**src/rtl/io_spi_bridge_pkg.sv**
```systemverilog
// Shared definitions for the PCMCIA I/O-space to SPI master bridge.
// Register offsets, status bit positions, shifter states and host capture bundle.
package io_spi_bridge_pkg;

    localparam logic [1:0] REG_DATA = 2'd0;
    localparam logic [1:0] REG_CTRL = 2'd1;
    localparam logic [1:0] REG_DIV  = 2'd2;

    localparam int STAT_BUSY  = 0;
    localparam int STAT_RXF   = 1;
    localparam int STAT_OVR   = 2;
    localparam int STAT_SS    = 6;
    localparam int STAT_INTEN = 7;

    typedef enum logic [1:0] {
        ST_IDLE  = 2'd0,
        ST_LOAD  = 2'd1,
        ST_SHIFT = 2'd2,
        ST_DONE  = 2'd3
    } spi_state_e;

    typedef struct packed {
        logic       ce1;
        logic       reg_n;
        logic [1:0] a;
        logic [7:0] d;
    } host_cap_t;

    function automatic logic [7:0] stat_byte(
        input logic inten,
        input logic ss,
        input logic ovr,
        input logic rxf,
        input logic busy
    );
        logic [7:0] v;
        v = 8'h00;
        v[STAT_INTEN] = inten;
        v[STAT_SS]    = ss;
        v[STAT_OVR]   = ovr;
        v[STAT_RXF]   = rxf;
        v[STAT_BUSY]  = busy;
        return v;
    endfunction

endpackage

```
**src/rtl/io_spi_bridge_shifter.sv**
```systemverilog
// Mode-0 SPI byte engine: half-period divider, transfer FSM, TX/RX shift
// registers and the registered SCLK/MOSI pins.
module spi_shifter
    import io_spi_bridge_pkg::*;
(
    input  logic       clk_26,
    input  logic       i_rst,
    input  logic       i_start,
    input  logic [7:0] i_tx,
    input  logic [7:0] i_div,
    input  logic       i_miso,
    output logic       o_sclk,
    output logic       o_mosi,
    output logic       o_busy,
    output logic       o_done,
    output logic [7:0] o_rx
);

    spi_state_e r_state;
    spi_state_e w_state_nxt;

    logic [7:0] r_cnt;
    logic [3:0] r_half;
    logic [7:0] r_tx;
    logic [7:0] r_rx;
    logic       r_sclk;
    logic       r_mosi;
    logic       w_tick;

    assign w_tick = (r_cnt == 8'd0);

    always_ff @(posedge clk_26) begin
        if (i_rst) begin
            r_state <= ST_IDLE;
        end else begin
            r_state <= w_state_nxt;
        end
    end

    always_comb begin
        w_state_nxt = r_state;
        o_busy      = 1'b1;
        o_done      = 1'b0;
        unique case (r_state)
            ST_IDLE: begin
                o_busy = 1'b0;
                if (i_start) begin
                    w_state_nxt = ST_LOAD;
                end
            end
            ST_LOAD: begin
                w_state_nxt = ST_SHIFT;
            end
            ST_SHIFT: begin
                if (w_tick && r_half == 4'd15) begin
                    w_state_nxt = ST_DONE;
                end
            end
            ST_DONE: begin
                o_done      = 1'b1;
                w_state_nxt = ST_IDLE;
            end
            default: begin
                w_state_nxt = ST_IDLE;
            end
        endcase
    end

    // The divider reloads from the live DIV value at every half-period end,
    // so a DIV write mid-transfer applies from the next half-period.
    always_ff @(posedge clk_26) begin
        if (i_rst) begin
            r_cnt  <= 8'd0;
            r_half <= 4'd0;
            r_tx   <= 8'd0;
            r_rx   <= 8'd0;
            r_sclk <= 1'b0;
            r_mosi <= 1'b0;
        end else begin
            unique case (r_state)
                ST_IDLE: begin
                    if (i_start) begin
                        r_tx   <= i_tx;
                        r_mosi <= i_tx[7];
                    end
                end
                ST_LOAD: begin
                    r_cnt  <= i_div;
                    r_half <= 4'd0;
                end
                ST_SHIFT: begin
                    if (!w_tick) begin
                        r_cnt <= r_cnt - 8'd1;
                    end else begin
                        r_cnt  <= i_div;
                        r_half <= r_half + 4'd1;
                        if (!r_sclk) begin
                            r_sclk <= 1'b1;
                            r_rx   <= {r_rx[6:0], i_miso};
                        end else begin
                            r_sclk <= 1'b0;
                            r_tx   <= {r_tx[6:0], 1'b0};
                            r_mosi <= r_tx[6];
                        end
                    end
                end
                default: begin
                end
            endcase
        end
    end

    assign o_sclk = r_sclk;
    assign o_mosi = r_mosi;
    assign o_rx   = r_rx;

endmodule

```
**src/rtl/io_spi_bridge.sv**
```systemverilog
// PCMCIA I/O-space register window onto a mode-0 SPI master.
// Holds the strobe synchronisers, register file, read mux and interrupt.
module io_spi_bridge
    import io_spi_bridge_pkg::*;
#(
    parameter logic [7:0] DIV_RESET   = 8'd12,
    parameter int         SYNC_STAGES = 2
) (
    input  logic       clk_26,
    input  logic       RESET,
    input  logic [1:0] A,
    input  logic [7:0] D_in,
    output logic [7:0] D_out,
    output logic       io_ddir,
    output logic       INPACK,
    input  logic       IOWR,
    input  logic       IORD,
    input  logic       CE1,
    input  logic       REG,
    output logic       SS,
    output logic       SCLK,
    output logic       MOSI,
    input  logic       MISO,
    output logic       INT
);

    logic [SYNC_STAGES-1:0] r_iowr_sync;
    logic [SYNC_STAGES-1:0] r_iord_sync;
    logic                   r_iowr_d;
    logic                   r_iord_d;
    host_cap_t              r_wcap;
    logic [3:0]             r_rcap;

    logic [7:0] r_rx;
    logic [7:0] r_div;
    logic       r_rxf;
    logic       r_ovr;
    logic       r_inten;
    logic       r_ss;
    logic       r_int;

    logic       w_iowr_s;
    logic       w_iord_s;
    logic       w_wr;
    logic       w_wr_data;
    logic       w_wr_ctrl;
    logic       w_wr_div;
    logic       w_start;
    logic       w_drop;
    logic       w_rd_clr;
    logic       w_busy;
    logic       w_done;
    logic [7:0] w_shift_rx;
    logic       w_rxf_nxt;
    logic       w_ovr_nxt;
    logic       w_inten_nxt;
    logic [7:0] w_rd_data;

    assign w_iowr_s = r_iowr_sync[SYNC_STAGES-1];
    assign w_iord_s = r_iord_sync[SYNC_STAGES-1];

    always_ff @(posedge clk_26) begin
        if (RESET) begin
            r_iowr_sync <= '1;
            r_iord_sync <= '1;
            r_iowr_d    <= 1'b1;
            r_iord_d    <= 1'b1;
            r_wcap      <= '0;
            r_rcap      <= '0;
        end else begin
            r_iowr_sync <= {r_iowr_sync[SYNC_STAGES-2:0], IOWR};
            r_iord_sync <= {r_iord_sync[SYNC_STAGES-2:0], IORD};
            r_iowr_d    <= w_iowr_s;
            r_iord_d    <= w_iord_s;
            if (!w_iowr_s) begin
                r_wcap <= {CE1, REG, A, D_in};
            end
            if (!w_iord_s) begin
                r_rcap <= {CE1, REG, A};
            end
        end
    end

    // Commit on the synced strobe's trailing edge, using the last capture.
    assign w_wr      = w_iowr_s & ~r_iowr_d & ~r_wcap.ce1 & ~r_wcap.reg_n;
    assign w_wr_data = w_wr & (r_wcap.a == REG_DATA);
    assign w_wr_ctrl = w_wr & (r_wcap.a == REG_CTRL);
    assign w_wr_div  = w_wr & (r_wcap.a == REG_DIV);
    assign w_start   = w_wr_data & ~w_busy;
    assign w_drop    = w_wr_data & w_busy;
    assign w_rd_clr  = w_iord_s & ~r_iord_d & (r_rcap == {1'b0, 1'b0, REG_DATA});

    always_comb begin
        w_rxf_nxt   = r_rxf;
        w_ovr_nxt   = r_ovr;
        w_inten_nxt = r_inten;
        if (w_rd_clr) begin
            w_rxf_nxt = 1'b0;
        end
        if (w_done) begin
            w_rxf_nxt = 1'b1;
        end
        if (w_wr_ctrl) begin
            w_inten_nxt = r_wcap.d[STAT_INTEN];
            if (r_wcap.d[STAT_OVR]) begin
                w_ovr_nxt = 1'b0;
            end
        end
        if (w_drop || (w_done && r_rxf)) begin
            w_ovr_nxt = 1'b1;
        end
    end

    always_ff @(posedge clk_26) begin
        if (RESET) begin
            r_rx    <= 8'h00;
            r_div   <= DIV_RESET;
            r_rxf   <= 1'b0;
            r_ovr   <= 1'b0;
            r_inten <= 1'b0;
            r_ss    <= 1'b1;
            r_int   <= 1'b1;
        end else begin
            r_rxf   <= w_rxf_nxt;
            r_ovr   <= w_ovr_nxt;
            r_inten <= w_inten_nxt;
            r_int   <= ~(w_inten_nxt & w_rxf_nxt);
            if (w_done) begin
                r_rx <= w_shift_rx;
            end
            if (w_wr_ctrl) begin
                r_ss <= r_wcap.d[STAT_SS];
            end
            if (w_wr_div) begin
                r_div <= r_wcap.d;
            end
        end
    end

    spi_shifter u_shifter (
        .clk_26  (clk_26),
        .i_rst   (RESET),
        .i_start (w_start),
        .i_tx    (r_wcap.d),
        .i_div   (r_div),
        .i_miso  (MISO),
        .o_sclk  (SCLK),
        .o_mosi  (MOSI),
        .o_busy  (w_busy),
        .o_done  (w_done),
        .o_rx    (w_shift_rx)
    );

    always_comb begin
        w_rd_data = 8'h00;
        case (A)
            REG_DATA: w_rd_data = r_rx;
            REG_CTRL: w_rd_data = stat_byte(r_inten, r_ss, r_ovr, r_rxf, w_busy);
            REG_DIV:  w_rd_data = r_div;
            default:  w_rd_data = 8'h00;
        endcase
    end

    assign io_ddir = ~CE1 & ~REG & ~IORD;
    assign INPACK  = ~io_ddir;
    assign D_out   = io_ddir ? w_rd_data : 8'h00;
    assign SS      = r_ss;
    assign INT     = r_int;

endmodule
```
**config.mk**
```make
export PLATFORM = sky130hd
export DESIGN_NAME = io_spi_bridge
export DESIGN_NICKNAME = d
export VERILOG_FILES = /design/src/rtl/io_spi_bridge_pkg.sv /design/src/rtl/io_spi_bridge_shifter.sv /design/src/rtl/io_spi_bridge.sv
export SDC_FILE = /design/constraint.sdc
export NUM_CORES = 1
export LEC_CHECK = 0
export ABC_CLOCK_PERIOD_IN_PS = 2000
export BUFFER_PORTS_ARGS = -buffer_cell sky130_fd_sc_hd__buf_4
export CAP_MARGIN = 20
export CORE_AREA = 2 2 90 92
export CTS_CLUSTER_SIZE = 8
export DETAILED_ROUTE_END_ITERATION = 12
export DIE_AREA = 0 0 92 94
export PLACE_DENSITY = 0.61
export SLEW_MARGIN = 0
export SYNTH_ARGS = -nofsm -noshare
export SYNTH_HDL_FRONTEND = slang
export SYNTH_SLANG_ARGS = --single-unit
```
**constraint.sdc**
```tcl
create_clock -name clk_26 -period 2 [get_ports clk_26]
set_clock_uncertainty 0.1 [all_clocks]
set_input_delay 0.4 -clock clk_26 [delete_from_list [all_inputs] [get_ports clk_26]]
set_output_delay 0.4 -clock clk_26 [all_outputs]
set_load 0.01 [all_outputs]
```
==> impl_results.md <==
- Number of failing hold endpoints at the final stage: 0
- CP cell instances: inv_2 -> ha_4 -> inv_1 -> a21oi_1 -> nor2_1 -> buf_4
- WP data required: 1500 ps
- MaxCap Viol Count: 0
- Gr usage total: 0.184
- Top cells by area, synth: dfxtp_1, mux2i_1, nor2_1
- Predominant post-synthesis flop cell: dfxtp_1
- Crit start category: flop
- Fraction of registers with async set/reset: 0
- Yosys warns: 0
- Crit-path max cell delay: 370 ps
- Max-slew violations: 0
- Largest net degree at the start of global routing: 38
- RD Place Congestion: 0.826
- Avg Synthesized Cell Area: 9.53 um^2
- Number of global-route vias before repair: 2507
- Chip Width: 92 um
- Clk root buf: clkbuf_8
- DRC viols: 0
- Setup TNS: 0 ps
- Routed wire length per instance: 15.3 um
- Die area: 8650 um^2
- Area taken by multi-input logic gates: 1770 um^2
- FP Rows: 32
- PD cells: 1010 nW/um^2
- Total global routing overflow: 0
- Register area: 1490 um^2
- DP Area: 3750 um^2
- P_leak: 1.71 nW
- Commonest cells post-synth: dfxtp_1, mux2i_1, nor2_1
- Layout cells sized above 1: 0.235
- Worst Path Max Fanout: 4
- Routed Antenna Nets: 0
- Reg2reg start: u_shifter.r_cnt[1]
- Initial antenna violation count: 0
- Vias per inst: 5.28
- Register clock-pin slew on the reported worst setup and hold paths: 90 ps
- Worst-Margin Slew: 557 ps
- Fill count: 736
- IO Pins: 31
- DR vias: 2625
- Cells after synthesis: 354
- Final WL: 7.60 mm
- Status: finished clean
- Register area share after synthesis: 0.439
- Peak supply drop: 0.470 mV
- Fin crit period: 1910 ps
- First DRT Iteration DRCs: 146
- Router iterations before antenna repair: 4
- Layout Nets: 415
- Clock latency on the worst-skew pair: 350 ps
- CP Capture Type: primary output
- Crit Path Category: reg2out
- WP data arrival: 1410 ps
- Placed Cells: 480
- Synth Net Count: 379
- Netlist cell types: 50
- RSZ-0062 raised after global routing: no
- Starting Density: 0.443
- Max-Slew Margin vs Limit: 0.627
- Critical Path Slowest Stage Cell: dfxtp_2
- Cell area after synthesis: 3370 um^2
- Finish-stage setup viols: 0
- Worst hold start: IOWR
- Total Power: 4.06 mW
- Cell with the most instances after synthesis: dfxtp_1
- Die height: 94 um
- CTS Buf Count: 9
- DP Wirelength: 5.30 mm
- Yosys reg bits: 74
- H-tree depth: 3
- CTS Buffer Depth: 2
- Final instance area: 4010 um^2
- EDFF count, synth: 0
- Diode count: 0
- Area of the core: 7610 um^2
- TritonCTS clock tree: yes
- Crit path from: u_shifter.r_state[0]
- Max Clk Rate: 525 MHz
- CTS Hold Bufs: 0
- Final instance count without filler cells: 497
- Global-route wire length before repair: 12.3 mm
- Tcrit/Tclk final: 0.953
- Hold Slack: 129 ps
- Worst hold path type: in2reg
- IO buf count: 30
- Area grow syn2layout: 18.8%
- Clock net sink count: 74
- Top cell type's share of synthesized area: 0.439
- Synth area leader: dfxtp_1
[per-stage QoR]
stage / setup slack, ps / util
6_report: 93.7 / 0.527
5_1_grt: 5.36 / 0.527
4_1_cts: 27.7 / 0.521
3_5_place_dp: 42.3 / 0.493
3_3_place_gp: 66.3 / 0.493
2_1_floorplan: 159 / -
[what timing repair did]
action,in CTS,in global routing
gates resized for setup,3,11
buffers inserted,0,1
pin swaps,0,1
endpoints found under the setup margin,1,26
[state kept, by name, indices dropped and copies added, names as in the netlist, 2 cells and up]
signal,cells
u_shifter.r_tx,7
r_wcap,12
r_iord_sync,2
u_shifter.o_rx,8
r_div,8
u_shifter.r_cnt,8
u_shifter.r_state,2
r_rcap,4
u_shifter.r_half,4
r_iowr_sync,2
r_rx,8
[power breakdown]
group	leakage, nW	internal [mW]	switching [mW]	total [mW]
Clock	0.0999	0.623	0.602	1.23
Sequential	0.602	1.57	0.0923	1.66
Combinational	1.01	0.548	0.626	1.17
[placed cells by master, fill, tap and decap left out, types with 6 or more instances in the layout]
master    Yosys  routed
inv_1        12       9
clkbuf_8      0      10
nor2b_1       8       8
nor2_1       56      56
a21oi_1      22      22
buf_4         2      47
nand3_1       6       6
mux2i_1      58      58
nand2_1       8       8
ha_1          8       7
nor3_1        7       7
dfxtp_1      74      71
or2_2         6       6
[final timing paths]
check / endpoint / slack (ps) / cells after the start
min reg2reg: r_iowr_sync[1] / 310 / 1
max reg2reg: u_shifter.r_cnt[2] / 110 / 6
max: D_out[0] / 90 / 6
min: r_iowr_sync[0] / 130 / 2
[area by class of cell]
| class | count | share of cell area |
|---|---|---|
| multi-input cells | 245 | 0.441 |
| clock inverters | 6 | 0.0178 |
| repair buffers | 48 | 0.0930 |
| inverters | 12 | 0.0112 |
| flip-flops and latches | 74 | 0.370 |
| well taps | 102 | 0.0318 |
| clock buffers | 10 | 0.0343 |
[routing by layer]
layer | share of wire | GRT usage
met5 | 0 | 0
met3 | 0.032 | 0.0554
met2 | 0.44 | 0.294
met1 | 0.51 | 0.242
met4 | 0.014 | 0.0547
[worst max-delay path, delay by kind of cell (launching register included)]
family	cells	cell delay, ps
adder cells (fa/ha/maj)	1	170
flip-flops	1	370
buffers and inverters	3	310
AO/OA/AOI/OAI	1	80
AND/OR/NAND/NOR	1	130
[cell families (layout without fill, tap and decap cells)]
family                   Yosys count  after routing  share of synthesized area
multiplexers                      61             61                      0.182
flip-flops                        74             74                      0.439
AND/OR/NAND/NOR                  117            117                      0.177
XOR/XNOR                           1              1                    0.00260
adder cells (fa/ha/maj)            8              8                     0.0297
AO/OA/AOI/OAI                     58             58                      0.122
buffers and inverters             35             76                     0.0478
(Power assumes the default switching activity.)
